==> src/rtl/regfile_pkg.sv <==
// rtl/regfile_pkg.sv - shared register-file widths, types and feature defaults
package regfile_pkg;

  localparam int DATA_W_DEF = 16;
  localparam int ADDR_W_DEF = 3;
  localparam int NREG_DEF   = 2 ** ADDR_W_DEF;
  localparam int NRD_DEF    = 4;
  localparam int NWR_DEF    = 2;

  localparam bit ZERO_R0_DEF = 1'b1;
  localparam bit BYPASS_DEF  = 1'b1;

  typedef logic [ADDR_W_DEF-1:0] reg_addr_t;
  typedef logic [DATA_W_DEF-1:0] reg_data_t;

endpackage

==> src/rtl/regfile_mp_sb_if.sv <==
// rtl/regfile_mp_sb_if.sv - operand-read, writeback and busy-set bundle of the register file
interface regfile_mp_sb_if
  import regfile_pkg::*;
#(
  parameter int DATA_W = DATA_W_DEF,
  parameter int ADDR_W = ADDR_W_DEF,
  parameter int NRD    = NRD_DEF,
  parameter int NWR    = NWR_DEF
);
  localparam int NREG = 2 ** ADDR_W;

  logic [NWR-1:0]        wr_en;
  logic [NWR*ADDR_W-1:0] wr_addr;
  logic [NWR*DATA_W-1:0] wr_data;
  logic [NRD*ADDR_W-1:0] rd_addr;
  logic [NRD*DATA_W-1:0] rd_data;
  logic [NRD-1:0]        rd_busy;
  logic [NWR-1:0]        bs_en;
  logic [NWR*ADDR_W-1:0] bs_addr;
  logic [NREG-1:0]       busy_vec;

  modport master (
    output wr_en, wr_addr, wr_data, rd_addr, bs_en, bs_addr,
    input  rd_data, rd_busy, busy_vec
  );

  modport slave (
    input  wr_en, wr_addr, wr_data, rd_addr, bs_en, bs_addr,
    output rd_data, rd_busy, busy_vec
  );

endinterface

==> src/rtl/regfile_rd_port.sv <==
// rtl/regfile_rd_port.sv - one combinational read port with write-bypass priority mux
module regfile_rd_port
  import regfile_pkg::*;
#(
  parameter int DATA_W  = DATA_W_DEF,
  parameter int ADDR_W  = ADDR_W_DEF,
  parameter int NWR     = NWR_DEF,
  parameter int NREG    = 2 ** ADDR_W,
  parameter bit ZERO_R0 = ZERO_R0_DEF,
  parameter bit BYPASS  = BYPASS_DEF
) (
  input  logic [ADDR_W-1:0]            rd_addr_i,
  input  logic [NREG-1:0][DATA_W-1:0]  regs_i,
  input  logic [NREG-1:0]              busy_i,
  input  logic                         bypass_ok_i,
  input  logic [NWR-1:0]               wr_en_i,
  input  logic [NWR*ADDR_W-1:0]        wr_addr_i,
  input  logic [NWR*DATA_W-1:0]        wr_data_i,
  output logic [DATA_W-1:0]            rd_data_o,
  output logic                         rd_busy_o
);

  always_comb begin
    rd_data_o = regs_i[rd_addr_i];
    rd_busy_o = busy_i[rd_addr_i];
    // Ascending scan so the highest-indexed matching write port ends up selected.
    if (BYPASS && bypass_ok_i) begin
      for (int k = 0; k < NWR; k++) begin
        if (wr_en_i[k] && (wr_addr_i[k*ADDR_W +: ADDR_W] == rd_addr_i)) begin
          rd_data_o = wr_data_i[k*DATA_W +: DATA_W];
          rd_busy_o = 1'b0;
        end
      end
    end
    if (ZERO_R0 && (rd_addr_i == '0)) begin
      rd_data_o = '0;
      rd_busy_o = 1'b0;
    end
  end

endmodule

==> src/rtl/regfile_mp_sb.sv <==
// rtl/regfile_mp_sb.sv - multi-port register file with write bypass and busy scoreboard
module regfile_mp_sb
  import regfile_pkg::*;
#(
  parameter int DATA_W  = DATA_W_DEF,
  parameter int ADDR_W  = ADDR_W_DEF,
  parameter int NRD     = NRD_DEF,
  parameter int NWR     = NWR_DEF,
  parameter bit ZERO_R0 = ZERO_R0_DEF,
  parameter bit BYPASS  = BYPASS_DEF
) (
  input logic            clock,
  input logic            reset,
  regfile_mp_sb_if.slave bus
);

  localparam int NREG = 2 ** ADDR_W;

  logic [NREG-1:0][DATA_W-1:0] regs_q, regs_d;
  logic [NREG-1:0]             busy_q, busy_d;
  logic [NRD-1:0][DATA_W-1:0]  rd_data_w;
  logic [NRD-1:0]              rd_busy_w;

  always_comb begin
    regs_d = regs_q;
    busy_d = busy_q;
    // Port order gives write priority: a later (higher) port overwrites an earlier one.
    for (int k = 0; k < NWR; k++) begin
      if (bus.wr_en[k]) begin
        if (!(ZERO_R0 && (bus.wr_addr[k*ADDR_W +: ADDR_W] == '0))) begin
          regs_d[bus.wr_addr[k*ADDR_W +: ADDR_W]] = bus.wr_data[k*DATA_W +: DATA_W];
        end
        busy_d[bus.wr_addr[k*ADDR_W +: ADDR_W]] = 1'b0;
      end
    end
    // Sets are applied after clears so a fresh dispatch beats a same-cycle writeback.
    for (int k = 0; k < NWR; k++) begin
      if (bus.bs_en[k] && !(ZERO_R0 && (bus.bs_addr[k*ADDR_W +: ADDR_W] == '0))) begin
        busy_d[bus.bs_addr[k*ADDR_W +: ADDR_W]] = 1'b1;
      end
    end
  end

  always_ff @(posedge clock) begin
    if (!reset) begin
      regs_q <= '0;
      busy_q <= '0;
    end else begin
      regs_q <= regs_d;
      busy_q <= busy_d;
    end
  end

  for (genvar j = 0; j < NRD; j++) begin : g_rd
    regfile_rd_port #(
      .DATA_W  (DATA_W),
      .ADDR_W  (ADDR_W),
      .NWR     (NWR),
      .NREG    (NREG),
      .ZERO_R0 (ZERO_R0),
      .BYPASS  (BYPASS)
    ) u_rd_port (
      .rd_addr_i   (bus.rd_addr[j*ADDR_W +: ADDR_W]),
      .regs_i      (regs_q),
      .busy_i      (busy_q),
      .bypass_ok_i (reset),
      .wr_en_i     (bus.wr_en),
      .wr_addr_i   (bus.wr_addr),
      .wr_data_i   (bus.wr_data),
      .rd_data_o   (rd_data_w[j]),
      .rd_busy_o   (rd_busy_w[j])
    );
  end

  assign bus.rd_data  = rd_data_w;
  assign bus.rd_busy  = rd_busy_w;
  assign bus.busy_vec = busy_q;

endmodule

==> src/flat_wrapper.sv <==
// flat-port wrapper written by rule: the top's interface ports become plain ports
module regfile_mp_sb_flat import regfile_pkg::*;
#(
  parameter int DATA_W  = DATA_W_DEF,
  parameter int ADDR_W  = ADDR_W_DEF,
  parameter int NRD     = NRD_DEF,
  parameter int NWR     = NWR_DEF,
  parameter bit ZERO_R0 = ZERO_R0_DEF,
  parameter bit BYPASS  = BYPASS_DEF
)
  (clock, reset, bus_wr_en, bus_wr_addr, bus_wr_data, bus_rd_addr, bus_bs_en, bus_bs_addr, bus_rd_data, bus_rd_busy, bus_busy_vec);
  regfile_mp_sb_if #(.DATA_W(DATA_W), .ADDR_W(ADDR_W), .NRD(NRD), .NWR(NWR)) bus_i ();
  input logic clock;
  input logic reset;
  input wire logic [$bits(bus_i.wr_en)-1:0] bus_wr_en;
  input wire logic [$bits(bus_i.wr_addr)-1:0] bus_wr_addr;
  input wire logic [$bits(bus_i.wr_data)-1:0] bus_wr_data;
  input wire logic [$bits(bus_i.rd_addr)-1:0] bus_rd_addr;
  input wire logic [$bits(bus_i.bs_en)-1:0] bus_bs_en;
  input wire logic [$bits(bus_i.bs_addr)-1:0] bus_bs_addr;
  output wire logic [$bits(bus_i.rd_data)-1:0] bus_rd_data;
  output wire logic [$bits(bus_i.rd_busy)-1:0] bus_rd_busy;
  output wire logic [$bits(bus_i.busy_vec)-1:0] bus_busy_vec;
  assign bus_i.wr_en = bus_wr_en;
  assign bus_i.wr_addr = bus_wr_addr;
  assign bus_i.wr_data = bus_wr_data;
  assign bus_i.rd_addr = bus_rd_addr;
  assign bus_i.bs_en = bus_bs_en;
  assign bus_i.bs_addr = bus_bs_addr;
  assign bus_rd_data = bus_i.rd_data;
  assign bus_rd_busy = bus_i.rd_busy;
  assign bus_busy_vec = bus_i.busy_vec;
  regfile_mp_sb #(.DATA_W(DATA_W), .ADDR_W(ADDR_W), .NRD(NRD), .NWR(NWR), .ZERO_R0(ZERO_R0), .BYPASS(BYPASS)) u_core (.clock(clock), .reset(reset), .bus(bus_i));
endmodule
==> config.mk <==
export PLATFORM = sky130hd
export DESIGN_NAME = regfile_mp_sb_flat
export DESIGN_NICKNAME = d
export VERILOG_FILES = /design/src/rtl/regfile_pkg.sv /design/src/rtl/regfile_mp_sb_if.sv /design/src/rtl/regfile_rd_port.sv /design/src/rtl/regfile_mp_sb.sv /design/src/flat_wrapper.sv
export SDC_FILE = /design/constraint.sdc
export NUM_CORES = 1
export LEC_CHECK = 0
export CAP_MARGIN = 20
export CORE_ASPECT_RATIO = 1.2
export CORE_MARGIN = 1.5
export CORE_UTILIZATION = 35
export DETAILED_ROUTE_END_ITERATION = 8
export GPL_ROUTABILITY_DRIVEN = 1
export GPL_TIMING_DRIVEN = 0
export HOLD_SLACK_MARGIN = 0.08
export PLACE_DENSITY = 0.56
export SYNTH_ARGS = -nofsm -noshare
export SYNTH_HDL_FRONTEND = slang
export SYNTH_SLANG_ARGS = --single-unit
==> constraint.sdc <==
create_clock -name clock -period 2.85 [get_ports clock]
set_input_delay 0.57 -clock clock [delete_from_list [all_inputs] [get_ports clock]]
set_output_delay 0.57 -clock clock [all_outputs]
set_load 0.05 [all_outputs]
Yosys cells after proc, flatten, opt, wreduce, memory -nomap -nowiden
Cells that the tools add are included.
Word-level totals
  register bits after elaboration: 136
  bits in latches: 0
  RAM bits: 0
  memory bits (read-only): 0
  bits of input ports: 62
  output and inout port bits: 76
  logic and storage cells: 129
  memories kept: 0
Operators by class
  add/subtract/negate cells: 0
  multipliers: 0
  div/mod/pow operators: 0
  $lt $le $gt $ge: 12
  equality and inequality tests: 8
  shift operators: 0
  muxes and demuxes: 70
  bitwise gates (word level): 6
  reduce and logical (&&, ||, !) cells: 24
Operators with widths (number)
  two-way mux 128 bit: 4
  two-way mux 16 bit: 22
  bitwise mux 128 bit: 2
  binary-select mux 16 bit (select 3 bit): 4
  demux 16 bit (select 3 bit): 2
  less-than comparator 3 x 4 -> 1 bit, second input constant: 8
  two-way mux 8 bit: 4
  equality test 3 bit: 8
  zero test 3 bit: 8
  two-way mux 1 bit: 24
  AND 8 bit: 2
  NOT 8 bit: 2
  bitwise OR 8 bit: 2
  logical AND 1 bit: 14
  binary-select mux 1 bit (select 3 bit): 4
  demux 1 bit (select 3 bit): 4
  greater-or-equal comparator 3 x 1 -> 1 bit, second input constant: 4
  zero test 1 bit: 2

Depth between registers and ports, before layout
  word-level depth: 13
  mapped depth: 8
  depth with buffers taken out: 5

Cells and area by module
A second synthesis with hierarchy kept.
Second synthesis, totals
  cell total of the unflattened synthesis: 1201
  area, all modules: 11483.5 µm²
Modules (own cells, without submodules)
  regfile_mp_sb: times used 1, cells each 721, area an instance 5773.0 µm²
  regfile_rd_port: times used 4, cells each 120, area an instance 1427.6 µm²

Worst setup path before layout
Ideal clock, no wire load.
  path kind: input-to-output
  start point: input bus_rd_addr[1]
  end point: output bus_rd_data[1]
  data arrival time: 2776 ps
  setup slack: -496 ps
  stages: 8
  buffers on the path: 3
  path through: buf_4 xnor2_1 and4_1 buf_4 buf_6 nand2_1 a21o_1 a221oi_1
Between the ends
  word-level cells in the longest chain between the ends: 6
Ends and longest elaborated chain
  start: declaration: line flat_wrapper.sv:18  | input wire logic [$bits(bus_i.rd_addr)-1:0] bus_rd_addr;
  binary-select mux 16 bit (select 3 bit) / equality test 3 bit (equally long branches): line regfile_rd_port.sv:24, regfile_rd_port.sv:29
  two-way mux 16 bit (implied by the code) / logical AND 1 bit (equally long branches): line regfile_rd_port.sv:24, regfile_rd_port.sv:29
  two-way mux 16 bit (2 in series): line regfile_rd_port.sv:29  | if (wr_en_i[k] && (wr_addr_i[k*ADDR_W +: ADDR_W] == rd_addr_i)) begin
  two-way mux 16 bit: line regfile_rd_port.sv:27  | if (BYPASS && bypass_ok_i) begin
  two-way mux 16 bit (*): line regfile_rd_port.sv:35  | if (ZERO_R0 && (rd_addr_i == '0)) begin
  end: declaration: line flat_wrapper.sv:21  | output wire logic [$bits(bus_i.rd_data)-1:0] bus_rd_data;
Every way passes the cells marked *; elsewhere a longest branch is shown, timed or not. The select of a mux whose other input is x is not followed.

Final worst setup path
  start point: input bus_rd_addr[3]
  end point: output bus_rd_data[31]
The elaborated chain is that of the path after synthesis.

==> reports/metrics.cfg <==
[floorplanning]
core_area_um2=33160
rows=73
die_w_um=170.6
die_height_um=204.1
start_util=0.3558
dieArea_um2=34820
io_pins=138

[power_and_ir_drop]
power.density_nw_per_um2=423.5
p_leak_uw=0.006020
ir_worst_vdd_v=0.0003419

[grt]
grt_pass1_vias=11888
grt_pass1_wl_um=83310
grt_max_degree=17
grt_usage=0.3390
grt_antenna_before_repair=1
grt_overflow=0

[detailed_routing]
dr_total_vias=12378
dr.pass1.iters=7
drc=0
drtIter0Drc=1558
routed_via_density=6.742
wl_um=59620
wl_per_cell_um=32.47
antenna_left=0

[critical_path]
worst-setup-path-type=in2out
endpoint_kind=output pin
cp.required_ps=2280
critPathLaunchType=primary input
critPathMaxFanout=10
cp.arrival_ps=2290

[sta]
finalHoldViolCount=0
slew_headroom=0.2628
tightestPinTransition_ps=1106
fin_setup_tns_ps=-5.135
skew_ps=0
final.setup.worst_slack_ps=-5.135
slew_viol_final=0
post-route-min-period_ps=2855
rsz0062_at_grt=true
max_freq_ghz=0.3502
setup_viol=1
fin_crit_sh=1.002

[placement]
place_ws_ps=-1536
place_congestion=0.9659
numPortBuffers=128
dpl.hpwl_um=39490

[logic_synthesis]
synthesis.area_um2=11800
synthesis.nets=1232
yosysWarnings=0
yosysSeqAreaShare=0.2308
avgSynthCellArea_um2=10.08
synthCells=1170
synth_cell_type_count=44
synth_seq_cells=136

[flow_run]
cap_violations=0

[outcome]
status=finished, violations left
violations=negative setup slack

[final_layout]
final_nets=1436
syn_to_final_growth_pct=35.68
drive_above_1_share=0.3579
layout_commonest_cell=mux2i_1
final_cell_mix=mux2i_1 (159), dfxtp_1 (136), mux4_2 (128)
antenna_cells=0
fin_util=0.4827
nFillCells=3077

[clock_tree]
ctsHoldBuffers=0
clock_sinks=136
numCtsBuffers=17
cts.path.max_buffers=2
tritoncts=built
clk_latency_ps=440
cts.clk_slew.worst_paths_ps=60
htree_levels=4
root_buffer=clkbuf_16

[worst_hold_path]
min_path_type=reg2reg

-- state kept, by name (all words and copies together) (netlist names) --
| signal | flops |
|---|---|
| u_core.bus.busy_vec | 8 |
| u_core.regs_q | 128 |
-- logic make-up (layout without fill, tap and decap cells) --
group | count (synthesis) | in the layout | share of synthesized area
AOI/OAI and AO/OA | 306 | 306 | 0.1868
xor gates and xnor gates | 24 | 24 | 0.01782
muxes | 310 | 310 | 0.3992
DFF | 136 | 136 | 0.2308
buffers and inverters | 166 | 382 | 0.07329
and+or+nand+nor | 228 | 228 | 0.09207
-- cells in the mapped netlist, drive strengths merged --
master,number,area (um2)
o21a,3,22.52
a22o,3,26.28
nand4b,3,26.28
mux2,4,45.04
o21ai,21,116.4
nor3,5,25.02
clkbuf,81,304.0
or3,3,18.77
o22ai,49,306.5
a311oi,1,8.760
nand2b,1,13.76
inv,2,7.510
mux2i,178,1782
o22a,3,26.28
a22oi,46,345.3
nand3,7,35.03
o32ai,1,8.760
nand3b,5,37.54
a211oi,115,863.3
nand4,4,25.02
and4,7,61.31
xnor2,24,210.2
nor2b,10,85.08
a21o,14,105.1
a31oi,6,37.54
a21oi,29,148.9
and2,17,106.4
dfxtp,136,2723
buf,83,553.0
mux4,128,2883
nand2,42,162.6
a221oi,15,187.7
nor3b,5,42.54
nor2,119,446.7
-- worst max-delay path, stage by stage --
cell      delay, ps
buf_2           210
buf_12          190
buf_16          180
mux4_2          520
mux2i_2         230
o22ai_1         140
clkbuf_4        230
-- metrics by stage --
stage                     hold WS, ps  total power [uW]  area (um2)  cells
after floorplan                 461.2              3373       12000   1170
after global placement          467.7              4054       13840   1748
after detailed placement        475.1              4070       13860   1749
after CTS                       483.7              6611       15560   1815
after global routing            498.2              6908       16010   1836
final                           475.4              6778       16010   1836
-- path summary, 6_finish.rpt --
check                                         endpoint  slack, ps              startpoint  cells after the start
worst max-delay path                   bus_rd_data[31]         -5          bus_rd_addr[3]                      7
worst min-delay path            u_core.bus.busy_vec[0]        480  u_core.bus.busy_vec[0]                      2
worst max register to register      u_core.regs_q[123]       1850      u_core.regs_q[123]                      2
worst min register to register  u_core.bus.busy_vec[0]        480  u_core.bus.busy_vec[0]                      2
-- layer usage --
metal	vias to the layer above	share of wire	global-route usage
li1	4998	-	-
met1	6080	0.36	0.4159
met2	1008	0.45	0.5284
met3	290	0.11	0.07417
met4	2	0.080	0.2364
met5	-	0.00023	0
-- cell type report --
type	instances	area (um2)	area share
multi-input cells	868	8921	0.5574
flip-flops and latches	136	2723	0.1701
repair buffers	186	1784	0.1115
plain buffers	163	1393	0.08701
well taps	450	563.0	0.03518
clock buffers	21	470.5	0.02939
clock inverters	10	143.9	0.008990
inverters	2	7.507	0.0004690
-- power by group --
| group | total (uW) | internal [uW] | switching, uW |
|---|---|---|---|
| logic | 2270 | 934 | 1330 |
| registers | 2100 | 1990 | 115 |
| clock network | 2410 | 1450 | 964 |
-- repair_timing --
action                                  4_1_cts  5_1_grt
pin swaps                                    26       27
endpoints found under the setup margin       68       62
gates resized for setup                     649       92
setup buffers                                31       18
gates cloned                                  5        3
(Power assumes the default switching activity.)
